### src/rtl/rotate_block_scheduler.sv
// ---------------------------------------------------------------------------
// rotate_block_scheduler
//
// Frame-level sequencer for the block address calculator. A frame_start pulse
// selects a frame buffer that the display reader is not holding, then walks
// every 4x4 block coordinate {x,y} into the coordinate FIFO. base_addr_index
// stays stable until the FIFO has drained, after which frame_done pulses.
//
// Configuration macro: TRANSPOSE_SCAN_EN
//   undefined : row-major scan (x advances first)
//   defined   : column-major scan (y advances first), for 90/270 degree reads
//
// Parameters:
//   BLK_X  blocks per row       (1..2047)
//   BLK_Y  block rows per frame (1..2047)
//
// Ports:
//   clk              system clock
//   rst_n            asynchronous active-low reset
//   frame_start      one-cycle pulse, starts a frame scan
//   rd_buf_index     buffer currently held by the display reader
//   coord_fifo_full  almost-full of the coordinate FIFO (>=1 entry of slack)
//   coord_fifo_empty coordinate FIFO empty flag
//   coord_wr_en      write strobe to the coordinate FIFO
//   coord_data       {x[10:0], y[10:0]}
//   base_addr_index  frame buffer select for the calculator
//   busy             high from buffer selection until the done state exits
//   frame_done       one-cycle pulse once the frame has fully drained
//   frame_overrun    sticky, set by frame_start arriving while busy
// ---------------------------------------------------------------------------
module rotate_block_scheduler #(
    parameter logic [10:0] BLK_X = 11'd480,
    parameter logic [10:0] BLK_Y = 11'd270
) (
    input  logic        clk,
    input  logic        rst_n,
    input  logic        frame_start,
    input  logic [1:0]  rd_buf_index,
    input  logic        coord_fifo_full,
    input  logic        coord_fifo_empty,
    output logic        coord_wr_en,
    output logic [21:0] coord_data,
    output logic [1:0]  base_addr_index,
    output logic        busy,
    output logic        frame_done,
    output logic        frame_overrun
);

    localparam logic [2:0] S_IDLE   = 3'd0;
    localparam logic [2:0] S_SELECT = 3'd1;
    localparam logic [2:0] S_RUN    = 3'd2;
    localparam logic [2:0] S_DRAIN  = 3'd3;
    localparam logic [2:0] S_DONE   = 3'd4;

    logic [2:0]  state_r;
    logic [2:0]  state_nxt_s;
    logic [10:0] x_cnt_r;
    logic [10:0] y_cnt_r;
    logic [10:0] x_nxt_s;
    logic [10:0] y_nxt_s;
    logic        x_last_s;
    logic        y_last_s;
    logic        scan_last_s;
    logic        empty_seen_r;
    logic [1:0]  buf_try_s;
    logic [1:0]  buf_sel_s;

    // Next buffer in rotation, stepping once more if the reader holds it
    always_comb begin
        buf_try_s = base_addr_index + 2'd1;
        if (buf_try_s == rd_buf_index) begin
            buf_sel_s = buf_try_s + 2'd1;
        end else begin
            buf_sel_s = buf_try_s;
        end
    end

    // Scan counter successor; the final coordinate parks both counters at 0
    always_comb begin
        x_last_s    = (x_cnt_r == (BLK_X - 11'd1));
        y_last_s    = (y_cnt_r == (BLK_Y - 11'd1));
        scan_last_s = x_last_s && y_last_s;
        x_nxt_s     = x_cnt_r;
        y_nxt_s     = y_cnt_r;
        if (scan_last_s) begin
            x_nxt_s = 11'd0;
            y_nxt_s = 11'd0;
        end
`ifdef TRANSPOSE_SCAN_EN
        else if (y_last_s) begin
            y_nxt_s = 11'd0;
            x_nxt_s = x_cnt_r + 11'd1;
        end else begin
            y_nxt_s = y_cnt_r + 11'd1;
        end
`else
        else if (x_last_s) begin
            x_nxt_s = 11'd0;
            y_nxt_s = y_cnt_r + 11'd1;
        end else begin
            x_nxt_s = x_cnt_r + 11'd1;
        end
`endif
    end

    // Frame sequencing; drain needs empty seen on two consecutive cycles
    always_comb begin
        state_nxt_s = state_r;
        case (state_r)
            S_IDLE: begin
                if (frame_start) state_nxt_s = S_SELECT;
                else             state_nxt_s = S_IDLE;
            end
            S_SELECT: state_nxt_s = S_RUN;
            S_RUN: begin
                if (!coord_fifo_full && scan_last_s) state_nxt_s = S_DRAIN;
                else                                 state_nxt_s = S_RUN;
            end
            S_DRAIN: begin
                if (coord_fifo_empty && empty_seen_r) state_nxt_s = S_DONE;
                else                                  state_nxt_s = S_DRAIN;
            end
            S_DONE: begin
                // A start landing here is taken as the next frame, not an overrun
                if (frame_start) state_nxt_s = S_SELECT;
                else             state_nxt_s = S_IDLE;
            end
            default: state_nxt_s = S_IDLE;
        endcase
    end

    // State, counters and registered outputs
    always_ff @(posedge clk or negedge rst_n) begin
        if (!rst_n) begin
            state_r         <= S_IDLE;
            x_cnt_r         <= 11'd0;
            y_cnt_r         <= 11'd0;
            empty_seen_r    <= 1'b0;
            coord_wr_en     <= 1'b0;
            coord_data      <= 22'd0;
            base_addr_index <= 2'd0;
            busy            <= 1'b0;
            frame_done      <= 1'b0;
            frame_overrun   <= 1'b0;
        end else begin
            state_r      <= state_nxt_s;
            coord_wr_en  <= 1'b0;
            empty_seen_r <= 1'b0;
            busy         <= (state_nxt_s != S_IDLE);
            // frame_done marks the exit of the done state
            frame_done   <= (state_r == S_DONE);
            if (frame_start && (state_r != S_IDLE) && (state_r != S_DONE)) begin
                frame_overrun <= 1'b1;
            end
            case (state_r)
                S_SELECT: begin
                    base_addr_index <= buf_sel_s;
                    x_cnt_r         <= 11'd0;
                    y_cnt_r         <= 11'd0;
                end
                S_RUN: begin
                    // Full is sampled one cycle ahead of the FIFO seeing the write
                    if (!coord_fifo_full) begin
                        coord_wr_en <= 1'b1;
                        coord_data  <= {x_cnt_r, y_cnt_r};
                        x_cnt_r     <= x_nxt_s;
                        y_cnt_r     <= y_nxt_s;
                    end
                end
                S_DRAIN: empty_seen_r <= coord_fifo_empty;
                default: ;
            endcase
        end
    end

endmodule

### config.mk
export PLATFORM = sky130hd
export DESIGN_NAME = rotate_block_scheduler
export DESIGN_NICKNAME = d
export VERILOG_FILES = /design/src/rtl/rotate_block_scheduler.sv
export SDC_FILE = /design/constraint.sdc
export NUM_CORES = 1
export LEC_CHECK = 0
export ABC_AREA = 0
export CAP_MARGIN = 20
export CORE_MARGIN = 4
export CORE_UTILIZATION = 40
export DETAILED_ROUTE_END_ITERATION = 12
export GPL_ROUTABILITY_DRIVEN = 1
export PLACE_DENSITY_LB_ADDON = 0.25
export SYNTH_ARGS = -nofsm -noshare
export SYNTH_HDL_FRONTEND = slang
export SYNTH_SLANG_ARGS = --single-unit
### constraint.sdc
create_clock -name clk -period 2 [get_ports clk]
set_input_delay 0.3 -clock clk [delete_from_list [all_inputs] [get_ports clk]]
set_output_delay 0.3 -clock clk [all_outputs]
set_load 0.05 [all_outputs]
Word-level counts from Yosys, hierarchy flattened
Index checks and enable logic that the tools add are counted.

cells by class
  shifts and indexed selects = 0
  $lt $le $gt $ge = 0
  multipliers = 0
  divide/modulo/power cells = 0
  mux-type cells = 16
  bitwise operators = 1
  reduce and logical (&&, ||, !) cells = 14
  add/subtract/negate cells = 4
  eq/ne operators = 10

operators by type and width
  operator                 number
  $mux W11                 6
  $pmux W11 S2             2
  $add A11 B1 Y11 const B  2
  $eq A11 B9 Y1 const B    2
  $pmux W3 S4              1
  $eq A3 B2 Y1 const B     2
  $ne A3 B3 Y1 const B     2
  $reduce_bool A3 Y1       2
  $logic_and A1 B1 Y1      5
  $mux W1                  5
  $add A2 B1 Y2 const B    2
  $reduce_and A2 Y1        2
  $eq A3 B1 Y1 const B     1
  $eq A3 B3 Y1 const B     1
  $logic_not A3 Y1         1
  $mux W3                  1
  $reduce_and A3 Y1        1
  $eq A2 B2 Y1             1
  $mux W2                  1
  $ne A2 B2 Y1 const B     1
  $reduce_bool A2 Y1       1
  $reduce_or A2 Y1         1
  $logic_not A1 Y1         1
  $not A1 Y1               1

storage, ports and cells
  memories = 0
  RAM bits = 0
  register bits after elaboration = 54
  bits in latches = 0
  bits in read-only memories = 0
  word-level logic and storage cells = 55
  input port bits = 7
  output and inout port bits = 28

Logic depth before layout (Yosys ltp)
Gate-level depths: netlist of run 1.

  depth in word-level cells = 6
  gate-level depth with buffers = 7
  gate-level depth less buffers = 6

Least setup slack after synthesis of run 1
Ideal clock, no wire load.

  path kind = flip-flop to flip-flop
  start = register x_cnt_r[0]
  end = register y_cnt_r[1]
  path slack = 179 ps
  arrival = 1741 ps
  stages on the path, launching flop included = 6
  library setup time = 79 ps
  path buffers = 0
  data required time = 1921 ps
  clock period less this slack = 1821 ps
  cells stage by stage = dfrtp_1 > ha_1 > nand4_1 > o31a_1 > nor2_1 > mux2i_1

between the ends
  word-level cells in the longest chain between the ends = 5
  elaborated cells between the ends (all ways) = 7
  those cells by class = 2 x eq/ne; 3 x mux; 2 x reduce/logical

ends and longest elaborated chain
  item                    RTL line  RTL
  from (decl)             57        logic [10:0] x_cnt_r;
  from (signal assigned)  166       x_cnt_r <= x_nxt_s;
  $eq A11 B9 Y1 *         80        x_last_s = (x_cnt_r == (BLK_X - 11'd1));
  $logic_and A1 B1 Y1     82        scan_last_s = x_last_s && y_last_s;
  $mux W11                85        if (scan_last_s) begin
  $mux W11                163       if (!coord_fifo_full) begin
  $pmux W11 S2            155       case (state_r)
  to (signal assigned)    167       y_cnt_r <= y_nxt_s;
  to (decl)               58        logic [10:0] y_cnt_r;

Every way passes the cells marked *; elsewhere a longest branch is shown, timed or not. The select of a mux whose other input is x is not followed.
A chain may end at the register's enable or synchronous reset.

Final worst setup path of run 1
  start = register x_cnt_r[5]
  end = register y_cnt_r[4]

The elaborated chain is that of the path after synthesis.

==> results of run 1 <==
==> Yosys cell counts (2+ instances only) <==
library cell,n
dfrtp_1,54
o21ai_0,24
nand3_1,22
mux2_2,20
nand2_1,12
nor2_1,9
o211ai_1,8
a21oi_1,7
and3_1,7
o31ai_1,5
and2_1,4
buf_2,4
inv_1,4
nand4b_1,4
or3_1,4
clkbuf_1,3
ha_1,3
nand2b_1,3
nand4_1,3
nor3b_1,3
or2_2,3
buf_4,2
mux2i_1,2
nor3_1,2
o22ai_1,2
o41ai_1,2
xnor2_1,2
==> registers in the layout, indices dropped and copies added (netlist names) <==
| signal | flops |
|---|---|
| base_addr_index | 2 |
| busy | 1 |
| coord_data | 22 |
| coord_wr_en | 1 |
| empty_seen_r | 1 |
| frame_done | 1 |
| frame_overrun | 1 |
| state_r | 3 |
| x_cnt_r | 11 |
| y_cnt_r | 11 |
==> worst max-delay path: cells and delay by family, from the launching register on <==
kind	cells	cell delay (ps)
flops	1	410
simple gates	3	1150
compound gates	1	250
==> worst paths after layout <==
path	endpoint	depth (start not counted)
worst min register to register	frame_overrun$_DFFE_PN0P_	1
worst max-delay path	y_cnt_r[4]$_DFFE_PN0P_	4
worst min-delay path	frame_overrun$_DFFE_PN0P_	1
max in group asynchronous	y_cnt_r[5]$_DFFE_PN0P_	3
min in group asynchronous	coord_data[14]$_DFFE_PN0P_	3
worst max register to register	y_cnt_r[4]$_DFFE_PN0P_	4
==> repair_timing <==
| action | CTS | global route |
|---|---|---|
| gates resized for setup | 0 | 1 |
| endpoints found under the hold margin | 54 | 0 |
| hold buffers | 1 | 0 |
| setup endpoints to repair | 0 | 3 |
==> layer usage <==
metal,vias to the layer above,global-route usage
met2,46,0.240
li1,1007,-
met5,-,0
met1,1016,0.216
met4,0,0.0528
met3,11,0.0406
==> power by group through the flow <==
stage	Combinational, mW	Clock, mW	Sequential (mW)
floorplan	0.187	0	1.48
finish	0.628	0.635	1.26
global route	0.678	0.702	1.28
global placement	0.623	0	1.28
CTS	0.634	0.661	1.26
detailed placement	0.631	0	1.28
==> layout make-up <==
type,count,area share
clock buffers,6,0.0248
clock inverters,2,0.00376
inverters,4,0.00451
multi-input cells,172,0.366
flip-flops and latches,54,0.406
well taps,77,0.0289
repair buffers,61,0.166
==> metrics by stage <==
step	hold WS, ps	worst slack, ps	instances
2_1_floorplan	4.41	179	240
3_3_place_gp	324	-61.9	367
3_5_place_dp	322	-73.5	367
4_1_cts	490	80.7	376
5_1_grt	507	8.13	376
6_report	488	95.6	376
==> kinds of logic (layout without fill, tap and decap cells) <==
logic type      after synthesis  after routing  synth area share
xor+xnor                      2              2           0.00666
compound gates               55             55             0.136
buf+inv                      14             73            0.0247
mux                          22             22            0.0932
fa+ha+maj                     3              3            0.0143
flops                        54             54             0.513
simple gates                 90             90             0.212
==> metrics.yaml, run 1 <==
status:
  outcome: "finished clean"
worst_setup_path:
  path_cells: "or3_1 > or3_4 > nand3b_4 > o31ai_1"
  start_kind: "flip-flop"
  startpoint: "x_cnt_r[5]$_DFFE_PN0P_"
  cpPeakStageDelay_ps: 470
  r2r-start: "x_cnt_r[5]$_DFFE_PN0P_"
  crit_fanout: 7
  cp_slowest_cell: "or3_1"
  reg2reg_slack_ps: 100
  critPathRequiredTime_ps: 2220
  endpoint_kind: "flip-flop"
  worst-setup-path-type: "reg -> reg"
  worst_ep_arrival_time_ps: 2130
power_and_ir_drop:
  power_leakage_nw: 1.34
  switchingPower_mw: 0.813
  power.internal_mw: 1.71
  p_comb_frac: 0.249
  total_power_mw: 2.52
  swShare: 0.322
  vdd_drop_max_v: 0.000498
  p_clk_frac: 0.252
  pwr-share-seq: 0.500
  powerDensity_mw_per_mm2: 758
cells_and_area:
  multi_input_area_mm2: 0.00122
  final_util: 0.521
  drive_above_1_share: 0.221
  layout_common_cells: "54 x dfrtp_1, 33 x clkdlybuf4s50_1, 25 x buf_4"
  stdcell_area_mm2: 0.00333
  fillers: 579
  seq_area_mm2: 0.00135
  nNetsFinal: 308
  antenna_cells: 0
  layout_commonest_cell: "dfrtp_1"
  syn2layout_area_growth_pct: 26.4
global_routing:
  antenna_found_initial: 0
  grt_pass1_wl_um: 9750
  grt_max_degree: 55
  grt_pass1_vias: 2038
  grt.total_usage: 0.157
  overflow: 0
sta:
  drv_slew: 0
  slew_headroom: 0.592
  rsz0062_at_grt: "false"
  period_share: 0.952
  final-hold-violation-count: 0
  tightestPinTransition_ps: 610
  finClkSkew_ps: 5.22
  fin_tns_setup_ps: 0
  setup_viol: 0
  final.min_clock_period_ps: 1900
  max_freq_mhz: 525
job:
  cap_violations: 0
clock_network:
  clockBufferDepth: 2
  numClockSinks: 54
  htreeDepth: 2
  tritoncts: "done"
  worst_skew_pair.late_latency_ps: 310
  numCtsBuffers: 5
  root_buffer: "clkbuf_8"
  clk_pin_slew_ps: 90
  postCtsSetupBuffers: 0
synth:
  synth_nets: 250
  ys_ff_latch: 54
  synth_top_area_frac: 0.513
  synth-edff-count: 0
  synth.distinct_cells: 49
  ys_async_sr_fraction: 1.00
  ys_seq_area_frac: 0.513
  synthCells: 240
  syn_avg_cell_area_um2: 11.0
  yosysTopAreaCell: "dfrtp_1"
  synthFlopType: "dfrtp_1"
  syn_area_mm2: 0.00263
  synthTopCellsByArea: "dfrtp_1 51%, mux2_2 8.6%, o21ai_0 4.6%"
  ys_warn_count: 0
floorplan:
  dieArea_mm2: 0.00794
  io_pins: 35
  die_y_um: 89.1
  die_w_um: 89.1
  start_util: 0.412
  core_region_area_mm2: 0.00639
  row_count: 29
drt:
  routed.top_layer: "met4"
  ant_nets: 0
  vias_per_cell: 5.53
  dr.first_iter.drc_count: 80
  wl_per_cell_um: 14.9
  wl_um: 5610
  wl_met3_um: 243
  drt_first_pass_iters: 4
  post-route-drc-count: 0
  wl_met2_um: 2610
  num_vias: 2080
  wl_met1_um: 2660
placement:
  dp_hpwl_um: 4010
  port_buffers: 34
  post_dp_cell_area_mm2: 0.00322
  place_congestion: 0.901
hold_path:
  hold_path.class: "reg -> reg"
  min-delay-start: "frame_overrun$_DFFE_PN0P_"
No activity file was read; power rests on OpenSTA's default activity.
==> run 2: changes to the inputs <==
Settings changed: PLACE_DENSITY_LB_ADDON 0.25 to not set.
==> metrics.yaml, run 2 (synthesized netlist as in run 1, its figures left out) <==
cells_and_area:
  antenna_cells: 0  # unchanged
  nNetsFinal: 311  # was 308
  reg_top3: "coord_data: 22 flops, x_cnt_r: 11 flops, y_cnt_r: 11 flops"  # unchanged
  layout_commonest_cell: "dfrtp_1"  # unchanged
  syn2layout_area_growth_pct: 27.8  # was 26.4%
  largest_reg_flops: 22  # unchanged
  layout_common_cells: "54 x dfrtp_1, 33 x clkdlybuf4s50_1, 28 x buf_4"  # was 54 x dfrtp_1, 33 x clkdlybuf4s50_1, 25 x buf_4
  fillers: 589  # was 579
  stdcell_area_mm2: 0.00336  # was 0.00333 mm²
  drive_above_1_share: 0.225  # was 0.221
  regMostFlops: "coord_data"  # unchanged
worst_setup_path:
  cpPeakStageDelay_ps: 830  # was 470 ps
  worst_ep_arrival_time_ps: 1580  # was 2130 ps
  r2r-start: "x_cnt_r[5]$_DFFE_PN0P_"  # unchanged
  worstReg2RegEnd: "y_cnt_r[10]$_DFFE_PN0P_"  # was y_cnt_r[4]$_DFFE_PN0P_
  start_kind: "flip-flop"  # unchanged
  ff2ff_path_depth: 5  # was 4
  worst-setup-path-type: "reg -> out"  # was reg -> reg
  critPathRequiredTime_ps: 1700  # was 2220 ps
  path_cells: "clkdlybuf4s50_1"  # was or3_1 > or3_4 > nand3b_4 > o31ai_1
  crit_fanout: 6  # was 7
  endpoint_kind: "primary output"  # was flip-flop
  path_buf_inv: 1  # was 0
  cp_top_family: "buffers and inverters"  # was simple AND/OR/NAND/NOR gates
  reg2reg_slack_ps: 130  # was 100 ps
  cp_slowest_cell: "clkdlybuf4s50_1"  # was or3_1
clock_network:
  htreeDepth: 2  # unchanged
  postCtsSetupBuffers: 0  # unchanged
  cts_hold_buf: 1  # unchanged
  numCtsBuffers: 5  # unchanged
  cts_resized: 0  # unchanged
  numClockSinks: 54  # unchanged
  clk_pin_slew_ps: 100  # was 90 ps
  root_buffer: "clkbuf_8"  # unchanged
  clockBufferDepth: 2  # unchanged
  tritoncts: "done"  # unchanged
  worst_skew_pair.late_latency_ps: 310  # about the same
hold_path:
  hold_depth: 1  # unchanged
  min-delay-start: "frame_overrun$_DFFE_PN0P_"  # unchanged
  hold_path.class: "reg -> reg"  # unchanged
  min_to: "frame_overrun$_DFFE_PN0P_"  # unchanged
sta:
  slew_headroom: 0.626  # was 0.592
  setup_viol: 0  # unchanged
  finClkSkew_ps: 8.76  # was 5.22 ps
  rsz0062_at_grt: "false"  # unchanged
  drv_slew: 0  # unchanged
  final-hold-violation-count: 0  # unchanged
  period_share: 0.940  # was 0.952
  final.min_clock_period_ps: 1880  # was 1900 ps
  tightestPinTransition_ps: 560  # was 610 ps
  max_freq_mhz: 532  # was 525 MHz
  layout_setup_ws_ps: 120  # was 95.6 ps
placement:
  place_congestion: 0.805  # was 0.901
  post_dp_cell_area_mm2: 0.00324  # was 0.00322 mm²
  port_buffers: 34  # unchanged
  dp_hpwl_um: 4150  # was 4010 µm
  pre_cts_ws_ps: -113  # was -73.5 ps
floorplan:
  core_region_area_mm2: 0.00639  # unchanged
  die_w_um: 89.1  # unchanged
  start_util: 0.412  # unchanged
  dieArea_mm2: 0.00794  # unchanged
  io_pins: 35  # unchanged
  die_y_um: 89.1  # unchanged
  row_count: 29  # unchanged
global_routing:
  grt_max_degree: 55  # unchanged
  grt_pass1_vias: 2110  # was 2038
  antenna_found_initial: 0  # unchanged
  overflow: 0  # unchanged
  grt.total_usage: 0.162  # was 0.157
  grt_pass1_wl_um: 10200  # was 9750 µm
drt:
  post-route-drc-count: 0  # unchanged
  wl_per_cell_um: 15.4  # was 14.9 µm
  wl_um: 5850  # was 5610 µm
  num_vias: 2092  # was 2080
  drt_first_pass_iters: 6  # was 4
  ant_nets: 0  # unchanged
  dr.first_iter.drc_count: 111  # was 80
  vias_per_cell: 5.52  # was 5.53
status:
  outcome: "finished clean"  # unchanged
power_and_ir_drop:
  power.internal_mw: 1.80  # was 1.71 mW
  vdd_drop_max_v: 0.000455  # was 0.000498 V
  p_comb_frac: 0.236  # was 0.249
  swShare: 0.310  # was 0.322
  total_power_mw: 2.61  # was 2.52 mW
  pwr-share-seq: 0.487  # was 0.500
  switchingPower_mw: 0.809  # was 0.813 mW
  powerDensity_mw_per_mm2: 775  # was 758 mW/mm²
  power_leakage_nw: 1.36  # was 1.34 nW
  p_clk_frac: 0.277  # was 0.252
job:
  cap_violations: 0  # unchanged
[run 2: changes by cell type in the layout (fill, tap and decap cells not counted)]
cell / before / now
o31a_2: 1 / 0
buf_4: 25 / 28
bufinv_16: 0 / 1
clkinvlp_4: 1 / 0
clkinv_2: 1 / 2
clkbuf_8: 6 / 5
o31a_1: 0 / 1
[run 2: area by class of cell]
type / count / area, µm² / area share
clock buffer: 5 / 68.8 / 0.0205
clock inverter: 3 / 40.0 / 0.0119
inverter: 4 / 15.0 / 0.00446
multi-input combinational: 172 / 1220 / 0.362
sequential: 54 / 1350 / 0.402
tap: 77 / 96.3 / 0.0286
timing repair buffer: 64 / 576 / 0.171
[run 2: power groups by stage]
stage | sequential [mW] | clock (mW) | combinational, mW
after floorplan | 1.48 | 0 | 0.187
after global placement | 1.29 | 0 | 0.610
after detailed placement | 1.29 | 0 | 0.619
after CTS | 1.27 | 0.759 | 0.622
after global routing | 1.29 | 0.796 | 0.661
final | 1.27 | 0.722 | 0.615
[run 2: worst max path at each step]
stage / start / end / slack (ps) / depth (start not counted)
after floorplan: x_cnt_r[0]$_DFFE_PN0P_ / y_cnt_r[1]$_DFFE_PN0P_ / 180 / 5
after global placement: coord_fifo_full / x_cnt_r[8]$_DFFE_PN0P_ / -100 / 5
after detailed placement: coord_fifo_full / x_cnt_r[8]$_DFFE_PN0P_ / -110 / 5
after CTS: base_addr_index[0]$_DFFE_PN0P_ / base_addr_index[0] / 100 / 1
after global routing: x_cnt_r[5]$_DFFE_PN0P_ / y_cnt_r[10]$_DFFE_PN0P_ / 20 / 5
final: base_addr_index[0]$_DFFE_PN0P_ / base_addr_index[0] / 120 / 1
[run 2: layer usage]
layer | routed length, µm | vias to the layer above | global-route usage | share of wire
li1 | - | 1020 | - | -
met1 | 2760 | 1014 | 0.222 | 0.47
met2 | 2710 | 51 | 0.265 | 0.46
met3 | 311 | 7 | 0.0341 | 0.053
met4 | 55 | 0 | 0.0379 | 0.0094
met5 | 0 | - | 0 | 0
[run 2: per-stage QoR]
step           setup TNS (ps)   util  hold WS (ps)  cells
2_1_floorplan               0      -          4.41    240
3_3_place_gp             -738  0.508           323    370
3_5_place_dp            -1240  0.508           323    370
4_1_cts                     0  0.527           477    379
5_1_grt                     0  0.527           524    379
6_report                    0  0.527           470    379
